--- src/rtl/ula_datapath_mc.sv ---
// Multicycle datapath: register file, reg/immediate operand mux and ULA,
// sequenced IDLE -> READ -> EXEC -> WB with start/busy/done handshake.
module ula_datapath_mc #(
  parameter int DATA_WIDTH = 8,
  parameter int REG_COUNT  = 8,
  parameter int ADDR_WIDTH = $clog2(REG_COUNT),
  parameter int ZERO_REG   = 1
) (
  input  logic                  clock_reg,
  input  logic                  reset,
  input  logic                  start,
  input  logic [2:0]            op,
  input  logic [ADDR_WIDTH-1:0] rd_addr,
  input  logic [ADDR_WIDTH-1:0] rs1_addr,
  input  logic [ADDR_WIDTH-1:0] rs2_addr,
  input  logic                  use_imm,
  input  logic [DATA_WIDTH-1:0] imm,
  input  logic                  ext_we,
  input  logic [ADDR_WIDTH-1:0] ext_addr,
  input  logic [DATA_WIDTH-1:0] ext_data,
  output logic                  busy,
  output logic                  done,
  output logic [DATA_WIDTH-1:0] result,
  output logic                  zero,
  output logic                  carry,
  output logic                  overflow,
  input  logic [ADDR_WIDTH-1:0] dbg_addr,
  output logic [DATA_WIDTH-1:0] dbg_data
);

  localparam int SH_W = $clog2(DATA_WIDTH);
  localparam int MSB  = DATA_WIDTH - 1;

  typedef enum logic [1:0] {
    S_IDLE = 2'd0,
    S_READ = 2'd1,
    S_EXEC = 2'd2,
    S_WB   = 2'd3
  } state_t;

  state_t                state_q, state_d;
  logic [DATA_WIDTH-1:0] regs_q [REG_COUNT];
  logic [DATA_WIDTH-1:0] regs_d [REG_COUNT];
  logic [2:0]            op_q, op_d;
  logic [ADDR_WIDTH-1:0] rd_q, rd_d;
  logic                  use_imm_q, use_imm_d;
  logic [DATA_WIDTH-1:0] imm_q, imm_d;
  logic [DATA_WIDTH-1:0] a_q, a_d, b_q, b_d;
  logic [DATA_WIDTH-1:0] result_q, result_d;
  logic                  zero_q, zero_d, carry_q, carry_d, ovf_q, ovf_d;
  logic                  done_q, done_d;

  logic [DATA_WIDTH:0]   sum_s, diff_s;
  logic [DATA_WIDTH-1:0] alu_res_s;
  logic                  alu_c_s, alu_v_s;

  // ULA: pure function of the latched operands and opcode.
  always_comb begin
    sum_s     = {1'b0, a_q} + {1'b0, b_q};
    diff_s    = {1'b0, a_q} - {1'b0, b_q};
    alu_res_s = '0;
    alu_c_s   = 1'b0;
    alu_v_s   = 1'b0;
    case (op_q)
      3'd0: begin
        alu_res_s = sum_s[MSB:0];
        alu_c_s   = sum_s[DATA_WIDTH];
        alu_v_s   = (a_q[MSB] == b_q[MSB]) && (sum_s[MSB] != a_q[MSB]);
      end
      3'd1: begin
        alu_res_s = diff_s[MSB:0];
        // diff_s top bit is the borrow; carry means "no borrow"
        alu_c_s   = ~diff_s[DATA_WIDTH];
        alu_v_s   = (a_q[MSB] != b_q[MSB]) && (diff_s[MSB] != a_q[MSB]);
      end
      3'd2:    alu_res_s = a_q & b_q;
      3'd3:    alu_res_s = a_q | b_q;
      3'd4:    alu_res_s = a_q ^ b_q;
      3'd5:    alu_res_s = {{(DATA_WIDTH-1){1'b0}}, ($signed(a_q) < $signed(b_q))};
      3'd6:    alu_res_s = a_q << b_q[SH_W-1:0];
      3'd7:    alu_res_s = a_q >> b_q[SH_W-1:0];
      default: alu_res_s = '0;
    endcase
  end

  // Next-state, operand capture and register-file write selection.
  always_comb begin
    state_d   = state_q;
    regs_d    = regs_q;
    op_d      = op_q;
    rd_d      = rd_q;
    use_imm_d = use_imm_q;
    imm_d     = imm_q;
    a_d       = a_q;
    b_d       = b_q;
    result_d  = result_q;
    zero_d    = zero_q;
    carry_d   = carry_q;
    ovf_d     = ovf_q;
    done_d    = 1'b0;
    case (state_q)
      S_IDLE: begin
        if (ext_we && !((ZERO_REG != 0) && (ext_addr == '0))) begin
          regs_d[ext_addr] = ext_data;
        end else begin
          regs_d = regs_q;
        end
        if (start) begin
          op_d      = op;
          rd_d      = rd_addr;
          use_imm_d = use_imm;
          imm_d     = imm;
          state_d   = S_READ;
        end else begin
          state_d   = S_IDLE;
        end
      end
      S_READ: begin
        a_d     = regs_q[rs1_addr];
        b_d     = use_imm_q ? imm_q : regs_q[rs2_addr];
        state_d = S_EXEC;
      end
      S_EXEC: begin
        result_d = alu_res_s;
        zero_d   = (alu_res_s == '0);
        carry_d  = alu_c_s;
        ovf_d    = alu_v_s;
        state_d  = S_WB;
      end
      S_WB: begin
        if (!((ZERO_REG != 0) && (rd_q == '0))) begin
          regs_d[rd_q] = result_q;
        end else begin
          regs_d = regs_q;
        end
        done_d  = 1'b1;
        state_d = S_IDLE;
      end
      default: state_d = S_IDLE;
    endcase
  end

  // State and datapath registers with synchronous reset.
  always_ff @(posedge clock_reg) begin
    if (reset) begin
      state_q   <= S_IDLE;
      for (int i = 0; i < REG_COUNT; i++) regs_q[i] <= '0;
      op_q      <= 3'd0;
      rd_q      <= '0;
      use_imm_q <= 1'b0;
      imm_q     <= '0;
      a_q       <= '0;
      b_q       <= '0;
      result_q  <= '0;
      zero_q    <= 1'b0;
      carry_q   <= 1'b0;
      ovf_q     <= 1'b0;
      done_q    <= 1'b0;
    end else begin
      state_q   <= state_d;
      regs_q    <= regs_d;
      op_q      <= op_d;
      rd_q      <= rd_d;
      use_imm_q <= use_imm_d;
      imm_q     <= imm_d;
      a_q       <= a_d;
      b_q       <= b_d;
      result_q  <= result_d;
      zero_q    <= zero_d;
      carry_q   <= carry_d;
      ovf_q     <= ovf_d;
      done_q    <= done_d;
    end
  end

  assign busy     = (state_q != S_IDLE);
  assign done     = done_q;
  assign result   = result_q;
  assign zero     = zero_q;
  assign carry    = carry_q;
  assign overflow = ovf_q;
  assign dbg_data = ((ZERO_REG != 0) && (dbg_addr == '0)) ? '0 : regs_q[dbg_addr];

endmodule
--- config.mk ---
export PLATFORM = sky130hd
export DESIGN_NAME = ula_datapath_mc
export DESIGN_NICKNAME = d
export VERILOG_FILES = /design/src/rtl/ula_datapath_mc.sv
export SDC_FILE = /design/constraint.sdc
export NUM_CORES = 1
export LEC_CHECK = 0
export ABC_AREA = 1
export CORE_ASPECT_RATIO = 1.25
export CORE_MARGIN = 4
export CORE_UTILIZATION = 40
export CTS_CLUSTER_DIAMETER = 150
export DETAILED_ROUTE_END_ITERATION = 7
export GPL_ROUTABILITY_DRIVEN = 0
export PLACE_DENSITY = 0.64
export SYNTH_ARGS = -nofsm -noshare
export SYNTH_HDL_FRONTEND = slang
export SYNTH_SLANG_ARGS = --single-unit
--- constraint.sdc ---
create_clock -name clock_reg -period 2.8 [get_ports clock_reg]
set_input_delay 0.56 -clock clock_reg [delete_from_list [all_inputs] [get_ports clock_reg]]
set_output_delay 0.56 -clock clock_reg [all_outputs]
set_load 0.02 [all_outputs]
# Word level (Yosys, flattened, before mapping)
# Cells that the tools add are included.
# op_classes
n_addsub	2
mul	0
div_mod_pow	0
n_lt_le_gt_ge	8
eq_ne	16
n_shift	2
n_mux	26
bitwise_logic	9
n_reduce_logical	16
# op_table
cell	n
bitwise mux 64 bit	2
2-to-1 mux 64 bit	2
case mux 64 bit (2 select lines)	1
2-to-1 mux 8 bit	10
binary-select mux 8 bit (select 3 bit)	3
case mux 8 bit (8 select lines)	1
demux 8 bit (select 3 bit)	2
greater-or-equal comparator 4 bit (second input constant)	5
NOT 3 -> 4 bit	5
== test 3 bit (second input constant)	4
logical NOT 3 bit	4
adder 8 x 8 -> 9 bit	1
subtractor 8 x 8 -> 9 bit	1
AND 8 bit	1
logical NOT 8 bit	1
less-than comparator 4 x 1 -> 1 bit (second input constant)	2
less-than comparator 8 bit	1
bitwise OR 8 bit	1
case mux 2 bit (4 select lines)	1
<< shifter 8 x 3 -> 8 bit	1
right shift 8 x 3 -> 8 bit	1
bitwise XOR 8 bit	1
== test 3 x 2 -> 1 bit (second input constant)	2
logical AND 1 bit	5
other kinds (14)	21
# word_totals
regBits	109
latch_bits	0
ramBits	0
rom_bits	0
input_bits	39
word_cells	99
n_memories	0

# Logic depth before layout (Yosys ltp)
# Gate-level depths: netlist (run 1).
# logic_depth
word_depth	8
mapped_depth	16
mapped_depth_nobuf	15

# Worst setup path before layout (run 1)
# No wires, ideal clock.
# synth_timing
path_type	input port to output port
from	input port dbg_addr[2]
to	output port dbg_data[0]
arrival_time_ns	1.720
required_time_ns	2.240
setup_slack_ns	0.520
stages	5
n_path_buf	1
path_cell_list	clkbuf_1 -> clkinv_1 -> nand3_1 -> nand2_1 -> a31oi_1
# synth_between
elab_chain_len	5
# synth_rtl
element	line	source
start, declared	27	input logic [ADDR_WIDTH-1:0] dbg_addr,
NOT 3 -> 4 bit (implied by the code)	182	assign dbg_data = ((ZERO_REG != 0) && (dbg_addr == '0)) ? '0 : regs_q[dbg_addr];
binary-select mux 8 bit (select 3 bit)	182	
2-to-1 mux 8 bit (implied by the code) (2 in series)	182	
2-to-1 mux 8 bit (*)	182	
end, declared	28	output logic [DATA_WIDTH-1:0] dbg_data
# Every way passes the cells marked *; elsewhere a longest branch is shown, timed or not. The select of a mux whose other input is x is not followed.

# Worst setup path after layout (run 1)
# layout_timing
from	input port dbg_addr[1]
to	output port dbg_data[6]
# The elaborated chain is that of the path after synthesis.

==> results_dict.tcl, run 1 <==
set metrics [dict create \
    io_buffer_count 59 \
    ant_nets 0 \
    slew_violations 0 \
    post-route-drc-count 0 \
    overflow 0 \
    ys.flop_type "dfxtp_1" \
    r2r-end "zero$_SDFFE_PP0P_" \
    ys_top_cells_by_count "200 x nand2_1, 170 x o21ai_0, 155 x a21oi_1" \
    outcome "finished clean" \
    io_pins 60 \
    cp.arrival_ns 2.16 \
    grt_usage_pct 27.6 \
    endpoint "dbg_data[6]" \
    ys_warn_count 0 \
    htreeDepth 3 \
    worstReg2RegStart "a_q[0]$_SDFFE_PP0N_" \
    routed_via_density 5.80 \
    p_leak_uw 0.00371 \
    synth_cell_types 43 \
    fill_cells 1997 \
    synth_top_area_share_pct 27.9 \
    antenna_found_initial 0 \
    seq_area_frac_synth_pct 27.9 \
    yosysTopAreaCell "dfxtp_1" \
    cp.required_ns 2.24 \
    synth_edf_count 0 \
    first_iter_violations 1100 \
    cts_root_buf "clkbuf_16" \
    maxCapViolCount 0 \
    ir_drop_v 0.000282 \
    worst_slew_pin_slew_ns 0.621 \
    syn_area_sq_mm 0.00781 \
    antenna_cells 0 \
    clock_latency_ns 0.36 \
    fin_area_sq_mm 0.00908 \
    critical_path.max_stage_delay_ns 0.56 \
    startpoint_type "input pin" \
    path_class "in2out" \
    reg2reg_depth 15 \
    met1_length_um 11600 \
    drt_first_pass_iters 6 \
    cp-end-kind "output port" \
    path_clk_slew_ns 0.08 \
    crit_start "dbg_addr[1]" \
    skew_ns 0.0150 \
    syn_area_per_cell_sq_um 6.34 \
    routed_wl_um 30400 \
    nets 1355 \
    die_area_sq_mm 0.0218 \
    top_layer_used "met4" \
    finalCritPeriodShare_pct 97.1 \
    hold_viol_final 0 \
    core_sq_mm 0.0190 \
    wl_met3_um 1810 \
    crit_fanout 9 \
    fin_setup_tns_ns 0 \
    setup_violations 0 \
    die_h_um 164 \
    dp_hpwl_um 23300 \
    fin_util_pct 47.8 \
    areaGrowthSynthToFinish_pct 16.2 \
    fin_ws_ns 0.0821 \
    rsz0062_at_grt "no" \
    layout_min_cycle_time_ns 2.72 \
    drive_gt1_share_pct 9.77 \
    synth_seq_cells 109 \
    hold_slack_ns 0.468 \
    die_width_um 133 \
    cellPowerDensity_mw_per_mm2 451 \
    critPathSlowestCell "clkdlybuf4s50_1" \
    path_cells "clkdlybuf4s50_1, clkinv_2, a21oi_1, o21ai_0, nand3_1, nand2_1, a31oi_1, clkdlybuf4s15_1" \
    numCtsBuffers 9 \
    grt_max_degree 46 \
    std_cell_rows 56 \
    grt_pass1_vias 8427 \
    clock-sinks 109 \
    yosys-top-cells-area "dfxtp_1 28%, o21ai_0 11%, a21oi_1 9.9%" \
    wl_met2_um 15100 \
    ys_async_sr_fraction_pct 0 \
    syn_inst 1231 \
    grt_first_pass_wirelength_um 47300 \
    hold_class "reg2reg" \
    max_freq_ghz 0.368 \
    clk_path_buf_depth 2 \
    pre_cts_slack_ns -0.357 \
    ff2ff_setup_slack_ns 0.39 \
    synth_nets 1301 \
    cts_tree "yes" \
    synth.most_common_cell "nand2_1" \
    wl_per_cell_um 19.6 \
    dpl_cell_area_sq_mm 0.00881 \
    maxSlewHeadroom_pct 58.5 \
    initial_core_util_pct 41.1 \
    num_vias 8992 \
    cts_setup_buffers 0 \
]
==> per-layer routing <==
layer  global-route usage [%]  vias up
met5                        0        -
met4                     15.8        0
met3                     3.37      110
met2                     48.8      431
met1                     32.2     4118
li1                         -     4333
==> critical path, delay by kind of cell <==
family,cells,cell delay (ns)
AND/OR/NAND/NOR,2,0.13
buffers and inverters,3,1.06
AO/OA/AOI/OAI,3,0.41
==> final cells by class <==
type / instances / area [sq um] / area share, %
sequential: 109 / 2180 / 24.0
timing repair buffer: 113 / 986 / 10.9
clock buffer: 10 / 239 / 2.63
clock inverter: 6 / 47.5 / 0.524
tap: 261 / 327 / 3.60
multi-input combinational: 925 / 4810 / 53.0
inverter: 127 / 488 / 5.38
==> metrics by stage <==
stage	std cells	power [uW]
2_1_floorplan	1231	2450
3_3_place_gp	1535	2840
3_5_place_dp	1535	2850
4_1_cts	1551	4090
5_1_grt	1551	4290
6_report	1551	4090
==> flip-flops by register name, indices dropped and copies added (netlist names) <==
signal and cells:
regs_q 64, a_q 8, b_q 8, imm_q 8, result 8, op_q 3, rd_q 3, state_q 2
carry 1, done 1, overflow 1, use_imm_q 1, zero 1
==> kinds of logic after synthesis <==
group                      count (synthesis)  synth area share, %
xor gates and xnor gates                   6                0.673
AOI/OAI and AO/OA                        448                 32.1
DFF                                      109                 27.9
adders and majority gates                 31                 5.16
buffers and inverters                    197                 10.6
and+or+nand+nor                          440                 23.6
==> cells in the final DEF, fill, tap and decap left out, drive strengths merged, types with 29 or more instances in the layout <==
cell           count
a21oi            159
clkdlybuf4s50     50
dfxtp            109
nand3             80
buf               55
o21ai            174
nand2            208
nor2             130
inv              124
o22ai             57
ha                29
==> power breakdown <==
part / switching (uW) / internal, uW / total [uW] / leakage (uW)
sequential: 83.7 / 1620 / 1710 / 0.000888
combinational: 737 / 394 / 1130 / 0.00268
clock: 620 / 637 / 1260 / 0.000144
total: 1440 / 2650 / 4090 / 0.00371
==> what timing repair did <==
action | in CTS | in global routing
resized for setup | 10 | 20
hold buffers | 0 | 0
endpoints found under the setup margin | 8 | 8
==> worst min-delay path by stage <==
stage,startpoint,end,slack (ns),cells after the start
floorplan,regs_q[56]$_SDFFE_PP0P_,regs_q[56]$_SDFFE_PP0P_,0.43,2
global route,regs_q[58]$_SDFFE_PP0P_,regs_q[58]$_SDFFE_PP0P_,0.49,2
finish,regs_q[58]$_SDFFE_PP0P_,regs_q[58]$_SDFFE_PP0P_,0.47,2
CTS,regs_q[58]$_SDFFE_PP0P_,regs_q[58]$_SDFFE_PP0P_,0.47,2
detailed placement,regs_q[58]$_SDFFE_PP0P_,regs_q[58]$_SDFFE_PP0P_,0.46,2
global placement,carry$_SDFFE_PP0P_,carry$_SDFFE_PP0P_,0.46,2
(Power assumes the default switching activity.)
==> run 2, diff against run 1 <==
==> constraint.sdc (replaced) <==
create_clock -name clock_reg -period 3.1 [get_ports clock_reg]
set_input_delay 0.62 -clock clock_reg [delete_from_list [all_inputs] [get_ports clock_reg]]
set_output_delay 0.62 -clock clock_reg [all_outputs]
set_load 0.02 [all_outputs]
==> run 2 against run 1 <==
Against the previous run: clock power barely moved; largest cell class unchanged; die area is the same; register-to-register slack worse by 0.02 ns.
==> results_dict.tcl, run 2 (synthesis results as in run 1) <==
set metrics [dict create \
    outcome "finished clean" \
    grt_pass1_vias 8190 \
    maxCapViolCount 0 \
    areaGrowthSynthToFinish_pct 15.0 \
    startpoint_type "input pin" \
    core_sq_mm 0.0190 \
    routed_via_density 5.89 \
    max_freq_ghz 0.339 \
    hold_buffers 0 \
    worstReg2RegStart "state_q[0]$_SDFF_PP0_" \
    path_class "in2out" \
    critPathSlowestCell "clkdlybuf4s50_1" \
    pre_cts_slack_ns -0.172 \
    cts_tree "yes" \
    htreeDepth 3 \
    rsz0062_at_grt "no" \
    antenna_found_initial 0 \
    cts_resized 8 \
    initial_core_util_pct 41.1 \
    post-route-drc-count 0 \
    drive_gt1_share_pct 7.73 \
    cp.required_ns 2.48 \
    overflow 0 \
    io_buffer_count 59 \
    dp_hpwl_um 22700 \
    num_vias 9004 \
    crit_buf_inv 4 \
    hold_start "regs_q[56]$_SDFFE_PP0P_" \
    nets 1333 \
    crit_fanout 17 \
    largest_reg_flops 64 \
    worst_slew_pin_slew_ns 0.792 \
    layout_min_cycle_time_ns 2.95 \
    crit_start "dbg_addr[0]" \
    p_leak_uw 0.00363 \
    ir_drop_v 0.000243 \
    cp_top_family "buffers and inverters" \
    hold_slack_ns 0.466 \
    path_clk_slew_ns 0.07 \
    std_cell_rows 56 \
    setup_violations 0 \
    critical_path.max_stage_delay_ns 0.55 \
    fin_ws_ns 0.147 \
    layout_common_cells "200 x nand2_1, 170 x o21ai_0, 155 x a21oi_1" \
    path_cells "clkdlybuf4s50_1, inv_1, buf_12, a21oi_1, o21ai_0, nand3_1, nand2_1, a31oi_1, dlygate4sd2_1" \
    maxSlewHeadroom_pct 47.2 \
    clock-sinks 109 \
    finalCritPeriodShare_pct 95.3 \
    drt_first_pass_iters 6 \
    ant_nets 0 \
    wl_per_cell_um 19.6 \
    die_h_um 164 \
    cts_root_buf "clkbuf_16" \
    dpl.cell_count 1513 \
    die_width_um 133 \
    grt_max_degree 48 \
    io_pins 60 \
    cp.arrival_ns 2.33 \
    cellPowerDensity_mw_per_mm2 427 \
    die_area_sq_mm 0.0218 \
    grt_first_pass_wirelength_um 46200 \
    routed_wl_um 30000 \
    cts_setup_buffers 0 \
    hold_class "reg2reg" \
    cp-end-kind "output port" \
    clk_path_buf_depth 2 \
    clock_latency_ns 0.36 \
    first_iter_violations 1036 \
    regMostFlops "regs_q" \
    layout_commonest_cell "nand2_1" \
    skew_ns 0.0111 \
    fill_cells 2006 \
    slew_violations 0 \
    numCtsBuffers 9 \
    grt_usage_pct 27.0 \
    finalNonFillerCells 1529 \
    hold_viol_final 0 \
    antenna_cells 0 \
]
## run 2: changes by cell type in the layout (fill, tap and decap cells not counted), sizes merged
| cell | before | now |
|---|---|---|
| buf | 55 | 33 |
| bufinv | 0 | 2 |
| clkbuf | 16 | 10 |
| clkdlybuf4s15 | 2 | 0 |
| clkinv | 9 | 6 |
| clkinvlp | 0 | 1 |
| dlygate4sd2 | 0 | 7 |
| inv | 124 | 125 |
## run 2: path summary, 6_finish.rpt
kind / cells after the start / endpoint / slack, ns
min: 2 / regs_q[56]$_SDFFE_PP0P_ / 0.47
max: 9 / dbg_data[5] / 0.15
min reg2reg: 2 / regs_q[56]$_SDFFE_PP0P_ / 0.47
max reg2reg: 7 / regs_q[10]$_SDFFE_PP0P_ / 0.37
## run 2: report_power, final
| group | switching, uW | internal, uW | total [uW] |
|---|---|---|---|
| Clock | 568 | 722 | 1290 |
| Combinational | 656 | 342 | 998 |
| Sequential | 79.9 | 1460 | 1540 |
## run 2: routing by layer
metal / wire length (um) / global-route usage (%) / vias to the layer above
li1: - / - / 4287
met1: 11300 / 32.2 / 4087
met2: 14300 / 45.1 / 500
met3: 2090 / 3.25 / 130
met4: 2360 / 19.1 / 0
met5: 0 / 0 / -
## run 2: cell type report
cell class / instances / area [sq um] / share of cell area (%)
clock buffer: 9 / 225 / 2.51
clock inverter: 7 / 106 / 1.18
inverter: 127 / 490 / 5.46
multi-input combinational: 925 / 4800 / 53.5
sequential: 109 / 2180 / 24.3
tap: 261 / 327 / 3.64
timing repair buffer: 91 / 850 / 9.46
## run 2: worst min-delay path, cell delays in order, from the launching register on
cell	delay, ns
dfxtp_1	0.32
inv_1	0.07
nor2_1	0.04
## run 2: stage by stage
step | TNS (ns) | utilization [%] | cell area [sq um] | total power [uW]
after floorplan | 0 | - | 7810 | 2210
after global placement | -0.694 | 45.6 | 8660 | 2550
after detailed placement | -0.927 | 45.6 | 8660 | 2560
after CTS | 0 | 47.3 | 8980 | 3830
after global routing | 0 | 47.3 | 8980 | 4020
final | 0 | 47.3 | 8980 | 3830
==> RTL edit: new RTL, config.mk and constraints of run 1 <==
Set the parameter `DATA_WIDTH` to 16 (it was 8).
--- a/src/rtl/ula_datapath_mc.sv
+++ b/src/rtl/ula_datapath_mc.sv
@@ -1,7 +1,7 @@
 // Multicycle datapath: register file, reg/immediate operand mux and ULA,
 // sequenced IDLE -> READ -> EXEC -> WB with start/busy/done handshake.
 module ula_datapath_mc #(
-  parameter int DATA_WIDTH = 8,
+  parameter int DATA_WIDTH = 16,
   parameter int REG_COUNT  = 8,
   parameter int ADDR_WIDTH = $clog2(REG_COUNT),
   parameter int ZERO_REG   = 1
Interface: changed (resized dbg_data, ext_data, imm and result); port bits go from 60 to 92. The function was not compared with the original's and may differ.
==> RTL edit against run 1 <==
- sequential share of layout area is 1.5 points lower
- area after synthesis rose by 95%
- global-route usage is 6.8 points higher
- power is 120% higher
- fmax up 1.2%
- worst setup slack better by 32 ps
- cell area rose by 100%
- critical path type is now reg2out
- worst hold slack got worse by 5.7 ps
- largest cell class unchanged
- die area increased by 89%
- routed wire length is 140% higher
- clock power rose to 2.7 times the old value
- sequential cell count increased by 96
==> RTL edit: results <==
set metrics [dict create \
    wl_met1_microns 24100 \
    fin_nets 2716 \
    comb_power_share 0.278 \
    use_met1 0.359 \
    cts_resized 12 \
    clock_latency_ps 580 \
    dpl_cell_area_sq_mm 0.0173 \
    netlist_top_cells_area "dfxtp_1 (27%), o21ai_0 (12%), nand2_1 (10%)" \
    status "finished clean" \
    highest_layer "met5" \
    clkTransAtPathRegs_ps 60 \
    tightestPinTransition_ps 977 \
    skew_ps 14.3 \
    cts_buffers 25 \
    power_leader "the clock network" \
    critical_path_arrival_ps 2130 \
    grt_pass1_vias 17900 \
    synthCells 2508 \
    wl_met3_microns 6100 \
    use_met3 0.0609 \
    synthesis.nets 2618 \
    met2_wirelength_microns 35200 \
    p_seq_uw 3200 \
    via_per_inst 6.15 \
    dp.cells 3064 \
    p_int_uw 5860 \
    synthDistinctLibCells 39 \
]
-- RTL edit: cell types whose count changed after synthesis, sizes merged, moves of 59 or more --
cell / before / now
inv: 124 / 217
o21ai: 174 / 359
a21oi: 159 / 295
o22ai: 57 / 116
nor2: 130 / 323
clkbuf: 41 / 146
nand3: 80 / 161
nand2: 208 / 415
dfxtp: 109 / 205
-- RTL edit: area by class of cell --
type	instances	area [sq um]
fill	3896	19200
clock buffer	33	696
clock inverter	11	145
tap	486	608
multi-input combinational	1903	9560
timing repair buffer	251	2250
sequential	205	4110
inverter	220	827
-- RTL edit: path summary, 6_finish.rpt --
| check | from | depth (start not counted) | end | slack (ps) |
|---|---|---|---|---|
| setup / recovery | regs_q[31]$_SDFFE_PP0P_ | 5 | dbg_data[15] | 110 |
| hold / removal | regs_q[117]$_SDFFE_PP0P_ | 2 | regs_q[117]$_SDFFE_PP0P_ | 460 |
| setup reg to reg | state_q[0]$_SDFF_PP0_ | 9 | regs_q[110]$_SDFFE_PP0P_ | 120 |
| hold reg to reg | regs_q[117]$_SDFFE_PP0P_ | 2 | regs_q[117]$_SDFFE_PP0P_ | 460 |
-- RTL edit: kinds of logic (layout without fill, tap and decap cells) --
| logic type | count (synthesis) | after routing | share of synthesized area |
|---|---|---|---|
| flops | 205 | 205 | 0.270 |
| xor+xnor | 1 | 1 | 0.000576 |
| fa+ha+maj | 55 | 55 | 0.0463 |
| simple gates | 958 | 958 | 0.259 |
| compound gates | 889 | 889 | 0.322 |
| buf+inv | 400 | 515 | 0.103 |
-- RTL edit: critical path: stages, from the launching register on --
cell and delay [ps]:
dfxtp_1 480, o21ai_0 140, o21ai_0 260, o21ai_0 120
a31oi_1 180, dlygate4sd2_1 370
